<file path="config.mk">
export PLATFORM = sky130hd
export DESIGN_NAME = io_input_port_ctrl
export DESIGN_NICKNAME = d
export VERILOG_FILES = /design/src/rtl/io_pkg.sv /design/src/rtl/io_sync_fifo.sv /design/src/rtl/io_input_port_ctrl.sv
export SDC_FILE = /design/constraint.sdc
export NUM_CORES = 1
export LEC_CHECK = 0
export CAP_MARGIN = 40
export CORE_MARGIN = 2
export CORE_UTILIZATION = 56
export CTS_CLUSTER_SIZE = 10
export DETAILED_ROUTE_END_ITERATION = 8
export GPL_TIMING_DRIVEN = 0
export PLACE_DENSITY_LB_ADDON = 0.05
export REMOVE_ABC_BUFFERS = 1
export SLEW_MARGIN = 20
export SYNTH_ARGS = -nofsm -noshare
export SYNTH_HDL_FRONTEND = slang
export SYNTH_SLANG_ARGS = --single-unit
</file>
<file path="constraint.sdc">
create_clock -name clk -period 6.1 [get_ports clk]
set_input_delay 0.915 -clock clk [delete_from_list [all_inputs] [get_ports clk]]
set_output_delay 0.915 -clock clk [all_outputs]
set_load 0.005 [all_outputs]
</file>
<file path="src/rtl/io_pkg.sv">
// rtl/io_pkg.sv - shared types and constants for the CPU input-port controller
package io_pkg;

    // Interrupt sequencer states
    typedef enum logic [1:0] {
        S_IDLE = 2'd0,
        S_IRQ  = 2'd1,
        S_WAIT = 2'd2,
        S_HOLD = 2'd3
    } irq_state_t;

    localparam int IO_DEFAULT_DEPTH   = 4;
    localparam int IO_DEFAULT_HOLDOFF = 2;

    // Byte presented to the CPU when nothing is buffered
    localparam logic [7:0] IO_EMPTY_READ = 8'h00;

    // Width of a counter that must hold 0..depth inclusive
    function automatic int io_level_width(input int depth);
        return $clog2(depth + 1);
    endfunction

endpackage

</file>
<file path="src/rtl/io_sync_fifo.sv">
// rtl/io_sync_fifo.sv - byte FIFO with wrapping pointers and occupancy level
module io_sync_fifo
    import io_pkg::*;
#(
    parameter int DEPTH = IO_DEFAULT_DEPTH,
    parameter int LW    = io_level_width(IO_DEFAULT_DEPTH)
)(
    input  logic          clk,
    input  logic          rst,
    input  logic          push,
    input  logic [7:0]    push_data,
    input  logic          pop,
    output logic [7:0]    head,
    output logic [LW-1:0] level,
    output logic          empty,
    output logic          full
);

    localparam int PW = $clog2(DEPTH);

    logic [7:0]    mem [DEPTH];
    logic [PW-1:0] wr_ptr;
    logic [PW-1:0] rd_ptr;
    logic [LW-1:0] level_nxt;
    logic          push_ok;
    logic          pop_ok;

    assign empty   = (level == '0);
    assign full    = (level == LW'(DEPTH));
    assign push_ok = push && !full;
    assign pop_ok  = pop && !empty;
    assign head    = mem[rd_ptr];

    // Occupancy follows accepted pushes and pops; both together leave it unchanged
    always_comb begin
        level_nxt = level;
        case ({push_ok, pop_ok})
            2'b10:   level_nxt = level + LW'(1);
            2'b01:   level_nxt = level - LW'(1);
            default: level_nxt = level;
        endcase
    end

    // Pointers wrap naturally because DEPTH is a power of two
    always_ff @(posedge clk) begin
        if (rst) begin
            wr_ptr <= '0;
            rd_ptr <= '0;
            level  <= '0;
        end else begin
            if (push_ok) wr_ptr <= wr_ptr + 1'b1;
            if (pop_ok)  rd_ptr <= rd_ptr + 1'b1;
            level <= level_nxt;
        end
    end

    // Storage is not reset; a push coincident with reset is discarded
    always_ff @(posedge clk) begin
        if (!rst && push_ok) mem[wr_ptr] <= push_data;
    end

endmodule

</file>
<file path="src/rtl/io_input_port_ctrl.sv">
// rtl/io_input_port_ctrl.sv - CPU input-port device: FIFO, interrupt sequencer (IO_IN_IRQ_EN), underrun flag
module io_input_port_ctrl
    import io_pkg::*;
#(
    parameter int  DEPTH   = IO_DEFAULT_DEPTH,
    parameter int  HOLDOFF = IO_DEFAULT_HOLDOFF,
    localparam int LW      = io_level_width(DEPTH)
)(
    input  logic          clk,
    input  logic          rst,
    input  logic [7:0]    src_data,
    input  logic          src_valid,
    output logic          src_ready,
    input  logic          cpu_in_rd,
    output logic [7:0]    I_Port,
    output logic          int_sig,
    output logic [LW-1:0] fifo_level,
    output logic          underrun
);

    if ((DEPTH < 2) || ((DEPTH & (DEPTH - 1)) != 0)) begin : g_bad_depth
        $error("io_input_port_ctrl: DEPTH must be a power of two >= 2");
    end
    if (HOLDOFF < 1) begin : g_bad_holdoff
        $error("io_input_port_ctrl: HOLDOFF must be >= 1");
    end

    logic [7:0] fifo_head;
    logic       fifo_empty;
    logic       fifo_full;

    io_sync_fifo #(
        .DEPTH (DEPTH),
        .LW    (LW)
    ) u_fifo (
        .clk       (clk),
        .rst       (rst),
        .push      (src_valid),
        .push_data (src_data),
        .pop       (cpu_in_rd),
        .head      (fifo_head),
        .level     (fifo_level),
        .empty     (fifo_empty),
        .full      (fifo_full)
    );

    // Outputs depend only on registered FIFO state
    assign src_ready = !fifo_full;
    assign I_Port    = fifo_empty ? IO_EMPTY_READ : fifo_head;

    // Sticky record of any CPU read that found the FIFO empty
    always_ff @(posedge clk) begin
        if (rst) begin
            underrun <= 1'b0;
        end else if (cpu_in_rd && fifo_empty) begin
            underrun <= 1'b1;
        end
    end

`ifdef IO_IN_IRQ_EN
    localparam int HW = $clog2(HOLDOFF + 1);

    irq_state_t    state;
    irq_state_t    state_nxt;
    logic [HW-1:0] hold_cnt;
    logic [HW-1:0] hold_cnt_nxt;

    // State and hold counter registers
    always_ff @(posedge clk) begin
        if (rst) begin
            state    <= S_IDLE;
            hold_cnt <= '0;
        end else begin
            state    <= state_nxt;
            hold_cnt <= hold_cnt_nxt;
        end
    end

    // One pulse per new head byte; a CPU read starts the hold-off window
    always_comb begin
        state_nxt    = state;
        hold_cnt_nxt = hold_cnt;
        case (state)
            S_IDLE: begin
                if (!fifo_empty) state_nxt = S_IRQ;
            end
            S_IRQ: begin
                if (cpu_in_rd) begin
                    state_nxt    = S_HOLD;
                    hold_cnt_nxt = HW'(HOLDOFF);
                end else begin
                    state_nxt = S_WAIT;
                end
            end
            S_WAIT: begin
                if (cpu_in_rd) begin
                    state_nxt    = S_HOLD;
                    hold_cnt_nxt = HW'(HOLDOFF);
                end
            end
            S_HOLD: begin
                if (hold_cnt == '0) begin
                    state_nxt = fifo_empty ? S_IDLE : S_IRQ;
                end else begin
                    hold_cnt_nxt = hold_cnt - HW'(1);
                end
            end
            default: state_nxt = S_IDLE;
        endcase
    end

    // Interrupt is asserted for the single cycle spent in S_IRQ
    always_comb begin
        int_sig = (state == S_IRQ);
    end
`else
    assign int_sig = 1'b0;
`endif

endmodule

</file>
==> results of run 1 <==
==> per-layer routing <==
metal	vias up	track usage, %	wire (um)
li1	448	-	-
met1	446	19.34	1085
met2	23	28.10	1410
met3	5	6.550	128
met4	0	6.667	43
met5	-	0	0
==> kinds of logic (layout without fill, tap and decap cells) <==
kind of cell / Yosys count / count (layout) / share of synthesized area (%)
buf+inv: 12 / 39 / 2.894
flops: 42 / 42 / 67.15
mux: 10 / 10 / 11.87
simple gates: 28 / 28 / 9.407
xor+xnor: 3 / 3 / 1.520
fa+ha+maj: 6 / 6 / 4.776
compound gates: 7 / 7 / 2.171
other cells: 1 / 1 / 0.2169
==> synthesized netlist by cell type, types with 2 or more instances <==
cell type,n
sky130_fd_sc_hd__a21oi_1,4
sky130_fd_sc_hd__clkbuf_1,3
sky130_fd_sc_hd__dfxtp_1,10
sky130_fd_sc_hd__edfxtp_1,32
sky130_fd_sc_hd__ha_1,5
sky130_fd_sc_hd__inv_1,7
sky130_fd_sc_hd__mux4_2,8
sky130_fd_sc_hd__nand2b_1,2
sky130_fd_sc_hd__nor2_1,8
sky130_fd_sc_hd__nor2b_1,8
sky130_fd_sc_hd__nor3b_1,4
sky130_fd_sc_hd__o21ai_0,2
sky130_fd_sc_hd__xor2_1,3
==> area by class of cell <==
| type | count | share of cell area, % |
|---|---|---|
| Sequential cell | 42 | 56.11 |
| Multi-Input combinational cell | 55 | 26.24 |
| Timing Repair Buffer | 24 | 11.61 |
| Tap cell | 33 | 1.995 |
| Clock buffer | 5 | 1.814 |
| Inverter | 7 | 1.270 |
| Clock inverter | 3 | 0.9674 |
==> cell usage in the layout (no fill, tap or decap) <==
master,instances
sky130_fd_sc_hd__o31ai_1,1
sky130_fd_sc_hd__nand2_1,1
sky130_fd_sc_hd__inv_4,1
sky130_fd_sc_hd__nor2_1,8
sky130_fd_sc_hd__conb_1,1
sky130_fd_sc_hd__nor3b_2,4
sky130_fd_sc_hd__clkinv_2,1
sky130_fd_sc_hd__clkbuf_4,5
sky130_fd_sc_hd__dfxtp_1,10
sky130_fd_sc_hd__o21ai_0,2
sky130_fd_sc_hd__and2_4,1
sky130_fd_sc_hd__inv_1,7
sky130_fd_sc_hd__or3_2,1
sky130_fd_sc_hd__or3b_1,1
sky130_fd_sc_hd__clkinv_4,1
sky130_fd_sc_hd__mux2_4,1
sky130_fd_sc_hd__ha_1,5
sky130_fd_sc_hd__nor3_2,1
sky130_fd_sc_hd__a21oi_1,4
sky130_fd_sc_hd__clkdlybuf4s50_1,24
sky130_fd_sc_hd__mux2i_1,1
sky130_fd_sc_hd__nor2b_1,8
sky130_fd_sc_hd__mux4_2,8
sky130_fd_sc_hd__fa_1,1
sky130_fd_sc_hd__xor2_1,3
sky130_fd_sc_hd__nand2b_1,2
sky130_fd_sc_hd__edfxtp_1,32
sky130_fd_sc_hd__or3_1,1
==> power breakdown <==
| part | internal (mW) | switching, mW |
|---|---|---|
| registers | 0.340 | 0.0390 |
| logic | 0.162 | 0.105 |
| clock network | 0.0452 | 0.0890 |
==> state kept, by name (all words and copies together), names as in the netlist, named ones only <==
signal and cells:
u_fifo.mem 32, u_fifo.level 3, u_fifo.rd_ptr 2, u_fifo.wr_ptr 2, underrun 1
==> worst max-delay path: stages (launching register included) <==
cell and delay, ns:
sky130_fd_sc_hd__dfxtp_1 0.70, sky130_fd_sc_hd__mux4_2 0.57, sky130_fd_sc_hd__nor2b_1 0.14, sky130_fd_sc_hd__clkdlybuf4s50_1 0.47
==> path summary, 6_finish.rpt <==
path / startpoint / to / depth (start not counted)
max reg2reg: u_fifo.level[2] / u_fifo.level[2] / 9
min reg2reg: u_fifo.rd_ptr[1] / u_fifo.rd_ptr[1] / 2
min: u_fifo.rd_ptr[1] / u_fifo.rd_ptr[1] / 2
max: flop / I_Port[5] / 3
==> impl_metrics.toml, run 1 <==
[run_status]
status = "finished, final reports clean"

[grt]
grt_start_max_net_pins = 16
gr-usage-all-layers_pct = 16.78
antenna_violations_before_repair = 0
globalRoute.totalOverflow = 0
wire_length_of_the_first_global_routing_pass_um = 4002
grt_pass1_vias = 837

[placement]
dpl_cell_area_sq_um = 2012
placed_cells_incl_taps = 161
dp_slack_ns = 3.022
place_hpwl_um = 1823
gp_congestion = 0.6595
port_buffers = 24

[cells_and_area]
flow.area_growth_from_synthesis_pct = 19.68
seq_area_sq_um = 1161
nNetsFinal = 153
fillerInstances = 221
finalCoreUtilization_pct = 68.92
final_area_sq_um = 2069
multiInputGateArea_sq_um = 543.0
final_cell_count_no_fill = 169
n_antenna_cell = 0
final_layout_size_suffix_gt1_share_pct = 17.65

[logic_synthesis]
ys_types = 26
synth-warning-count = 0
post_synth.cell_area_avg_sq_um = 15.86
ys_async_rst_share_pct = 0
synth.top_cell.area_share_pct = 55.57
ys_seq_area_share_pct = 67.15
ys_dominant_reg_cell = "sky130_fd_sc_hd__edfxtp_1"
synth_enable_flop_cells = 32
synthesized_cell_area_sq_um = 1729
synth_top_area_cell = "sky130_fd_sc_hd__edfxtp_1"
ys_seq_elements = 42
gate_count_after_technology_mapping = 109
cell_types_with_the_largest_area_share_after_synthesis = "sky130_fd_sc_hd__edfxtp_1 (56%), sky130_fd_sc_hd__dfxtp_1 (12%), sky130_fd_sc_hd__mux4_2 (10%), sky130_fd_sc_hd__ha_1 (3.6%), sky130_fd_sc_hd__nor2b_1 (2.9%)"

[sta]
slew_violations = 0
tightestPinTransition_ns = 0.7718
grt_setup_unrepaired = "false"
finalWorstSetupSlack_ns = 2.943
min_period_over_period_pct = 51.75
relSlewSlack_pct = 48.27
worst_hold_slack_ns = 0.5032
tns_ns = 0
final.setup_skew_ns = 0.01252
final.min_clock_period_ns = 3.157
number_of_setup_violations_in_the_final_report = 0
hold_viol = 0
max_freq_ghz = 0.3168

[setup_path]
reg2reg_setup_slack_ns = 3.49
worst-setup-path-type = "reg2out"
worstPathArrival_ns = 2.24
critical_path.endpoint_type = "primary output"
cp.required_ns = 5.18
critical_path.max_fanout = 8
setup.worst_path.start_class = "flop"

[routing]
drt_pass1_iterations = 4
drt_iter0_markers = 21
num_vias = 922
drc_errors = 0
wl_um = 2667
post_drt_via_cell_ratio = 5.456
drt.antenna.violating_nets = 0
drt-wirelength-per-cell_um = 15.78

[cts]
root_buffer = "sky130_fd_sc_hd__clkbuf_4"
cts-resized-gates = 0
holdBufCountCts = 0
clock-sinks = 42
cts_bufs_inserted = 5
worst_setup_hold_path_clk_slew_ns = 0.13
cts.htree.levels = 2
cts_tree = "built"
clk_path_buf_depth = 2
cts_setup_buffers = 0
insertion_delay_ns = 0.35

[floorplanning]
floorplan.die.width_um = 59.57
io-pin-count = 26
die_h_um = 59.57
fp.coreArea_sq_um = 3003
die-area_sq_um = 3548
std_cell_rows = 20
floorplan.initialDensity_pct = 57.58

[worst_hold_path]
path_class_of_the_lowest_slack_min_delay_path = "reg2reg"

[pwr]
power.leakage_nw = 0.7024
power.density_cell_area_nw_per_um2 = 376.7
ir_worst_vdd_mv = 0.2643
design_power_total_mw = 0.7796

[flow_run]
cap_viol_max_count = 0
(Power assumes the default switching activity.)
==> inputs of run 2 (changes only) <==
--- a/config.mk
+++ b/config.mk
@@ -7,7 +7,7 @@
 export LEC_CHECK = 0
 export CAP_MARGIN = 40
 export CORE_MARGIN = 2
-export CORE_UTILIZATION = 56
+export CORE_UTILIZATION = 47
 export CTS_CLUSTER_SIZE = 10
 export DETAILED_ROUTE_END_ITERATION = 8
 export GPL_TIMING_DRIVEN = 0
==> constraint.sdc (replaced) <==
create_clock -name clk -period 2.53 [get_ports clk]
set_input_delay 0.3795 -clock clk [delete_from_list [all_inputs] [get_ports clk]]
set_output_delay 0.3795 -clock clk [all_outputs]
set_load 0.005 [all_outputs]
==> impl_metrics.toml, run 2 (synthesis results as in run 1) <==
[cells_and_area]
flow.area_growth_from_synthesis_pct = 25.98
n_antenna_cell = 0
largestRegisters = "u_fifo.mem: 32 flops, u_fifo.level: 3 flops"
final_area_sq_um = 2178
nNetsFinal = 159
finalCoreUtilization_pct = 60.41
leading_cell_type_in_the_layout_fill_and_taps_excluded = "sky130_fd_sc_hd__edfxtp_1"
mostFrequentLayoutCells = "sky130_fd_sc_hd__edfxtp_1 (32), sky130_fd_sc_hd__clkdlybuf4s50_1 (24), sky130_fd_sc_hd__mux4_2 (8), sky130_fd_sc_hd__nor2b_1 (8), sky130_fd_sc_hd__nor2_1 (8)"
regMostFlops = "u_fifo.mem"
largest_register_ffs = 32
final_cell_count_no_fill = 190
final_layout_size_suffix_gt1_share_pct = 26.06

[setup_path]
critical_path.endpoint = "u_fifo.level[2]"
r2r.worst_path.cells = 9
startpoint = "u_fifo.level[1]"
worst-setup-path-type = "reg2reg"
cp.required_ns = 2.73
path_cells = "or3b_4 -> and2_4 -> clkinvlp_4 -> ha_2 -> inv_1 -> fa_1 -> xor2_1 -> or3_2 -> a21oi_2"
setup.worst_path.start_class = "flop"
critical_path.endpoint_type = "flop"
worstPathArrival_ns = 2.67
worst_r2r_startpoint = "u_fifo.level[1]"
reg2reg_setup_slack_ns = 0.06
critPathMaxStageDelay_ns = 0.43
timing.critical_path.slowest_stage_cell = "sky130_fd_sc_hd__or3_2"
critical_path.max_fanout = 6
rr_endpoint = "u_fifo.level[2]"

[floorplanning]
floorplan.die.width_um = 64.66
die_h_um = 64.66
floorplan.initialDensity_pct = 47.95
io-pin-count = 26
fp.coreArea_sq_um = 3606
die-area_sq_um = 4180
std_cell_rows = 22

[placement]
place_hpwl_um = 1923
gp_congestion = 0.7072
dpl_cell_area_sq_um = 2038
port_buffers = 24
dp_slack_ns = -0.1245
placed_cells_incl_taps = 177

[sta]
max_freq_ghz = 0.4052
tightestPinTransition_ns = 0.7853
number_of_setup_violations_in_the_final_report = 0
slew_violations = 0
hold_viol = 0
worst_hold_slack_ns = 0.4885
relSlewSlack_pct = 47.42
finalWorstSetupSlack_ns = 0.06192
min_period_over_period_pct = 97.55
final.min_clock_period_ns = 2.468
final.setup_skew_ns = 0.004383

[cts]
cts_tree = "built"
holdBufCountCts = 0
cts.htree.levels = 2
worst_setup_hold_path_clk_slew_ns = 0.07
clock-sinks = 42
insertion_delay_ns = 0.28
clk_path_buf_depth = 2
root_buffer = "sky130_fd_sc_hd__clkbuf_8"
cts_bufs_inserted = 5

[routing]
drt_pass1_iterations = 2
post_drt_via_cell_ratio = 4.932
drt-wirelength-per-cell_um = 15.04
wl_um = 2858
num_vias = 937
drc_errors = 0
drt_iter0_markers = 41
drt.antenna.violating_nets = 0

[flow_run]
cap_viol_max_count = 0

[worst_hold_path]
path_class_of_the_lowest_slack_min_delay_path = "reg2reg"

[grt]
globalRoute.totalOverflow = 0
gr-usage-all-layers_pct = 14.94
grt_start_max_net_pins = 16
antenna_violations_before_repair = 0
wire_length_of_the_first_global_routing_pass_um = 4478
grt_pass1_vias = 978

[run_status]
status = "finished, final reports clean"

[pwr]
ir_worst_vdd_mv = 0.6794
power.density_cell_area_nw_per_um2 = 931.3
power.leakage_nw = 0.7385
run 2: cell count changes in the layout (fill, tap and decap cells not counted), sizes merged:
cell      previous run  this run
buf                  0         6
clkbuf               5         6
clkinvlp             0         1
inv                  8         6
run 2: stage by stage:
stage / total power [mW] / setup TNS (ns)
after detailed placement: 1.608 / -0.1245
after global placement: 1.567 / -5.720
after CTS: 2.021 / 0
final: 2.029 / 0
after global routing: 2.156 / -0.01513
after floorplan: 1.257 / 0
run 2: cell type report:
type	instances	area [sq um]
multi-input cells	55	551.8
repair buffers	30	285.3
inverters	7	30.03
well taps	48	60.06
clock inverters	2	10.01
fillers	309	1428
clock buffers	6	72.57
flip-flops and latches	42	1169
run 2: what timing repair did:
action / in CTS / in global routing
endpoints found under the setup margin: 8 / 1
resized for setup: 6 / 3
pin swaps: 0 / 0
buffers inserted: 0 / 5
run 2: report_power, final:
group / internal (mW) / switching [mW] / leakage, nW
sequential: 0.829 / 0.0919 / 0.374
clock: 0.191 / 0.206 / 0.0450
combinational: 0.436 / 0.275 / 0.319
total: 1.46 / 0.573 / 0.738
run 2: metal layers:
metal | GRT usage, % | share of wire [%] | vias up
li1 | - | - | 454
met1 | 17.28 | 42 | 456
met2 | 26.30 | 53 | 23
met3 | 5.382 | 4.4 | 4
met4 | 3.989 | 1.1 | 0
met5 | 0 | 0 | -
run 2: worst max-delay path, delay by kind of cell, from the launching register on:
family / cells / cell delay [ns]
AOI/OAI and AO/OA: 1 / 0.14
DFF: 1 / 0.35
adders and majority gates: 2 / 0.57
and+or+nand+nor: 3 / 1.02
xor gates and xnor gates: 1 / 0.16
buffers and inverters: 2 / 0.15
run 2: how the worst min path moves through the flow:
stage,startpoint,end,slack [ns],cells past startpoint
final,underrun,underrun,0.49,2
after global routing,underrun,underrun,0.52,2
after CTS,underrun,underrun,0.49,2
after detailed placement,underrun,underrun,0.47,2
after global placement,underrun,underrun,0.46,2
after floorplan,rst,u_fifo.level[2],0.45,1
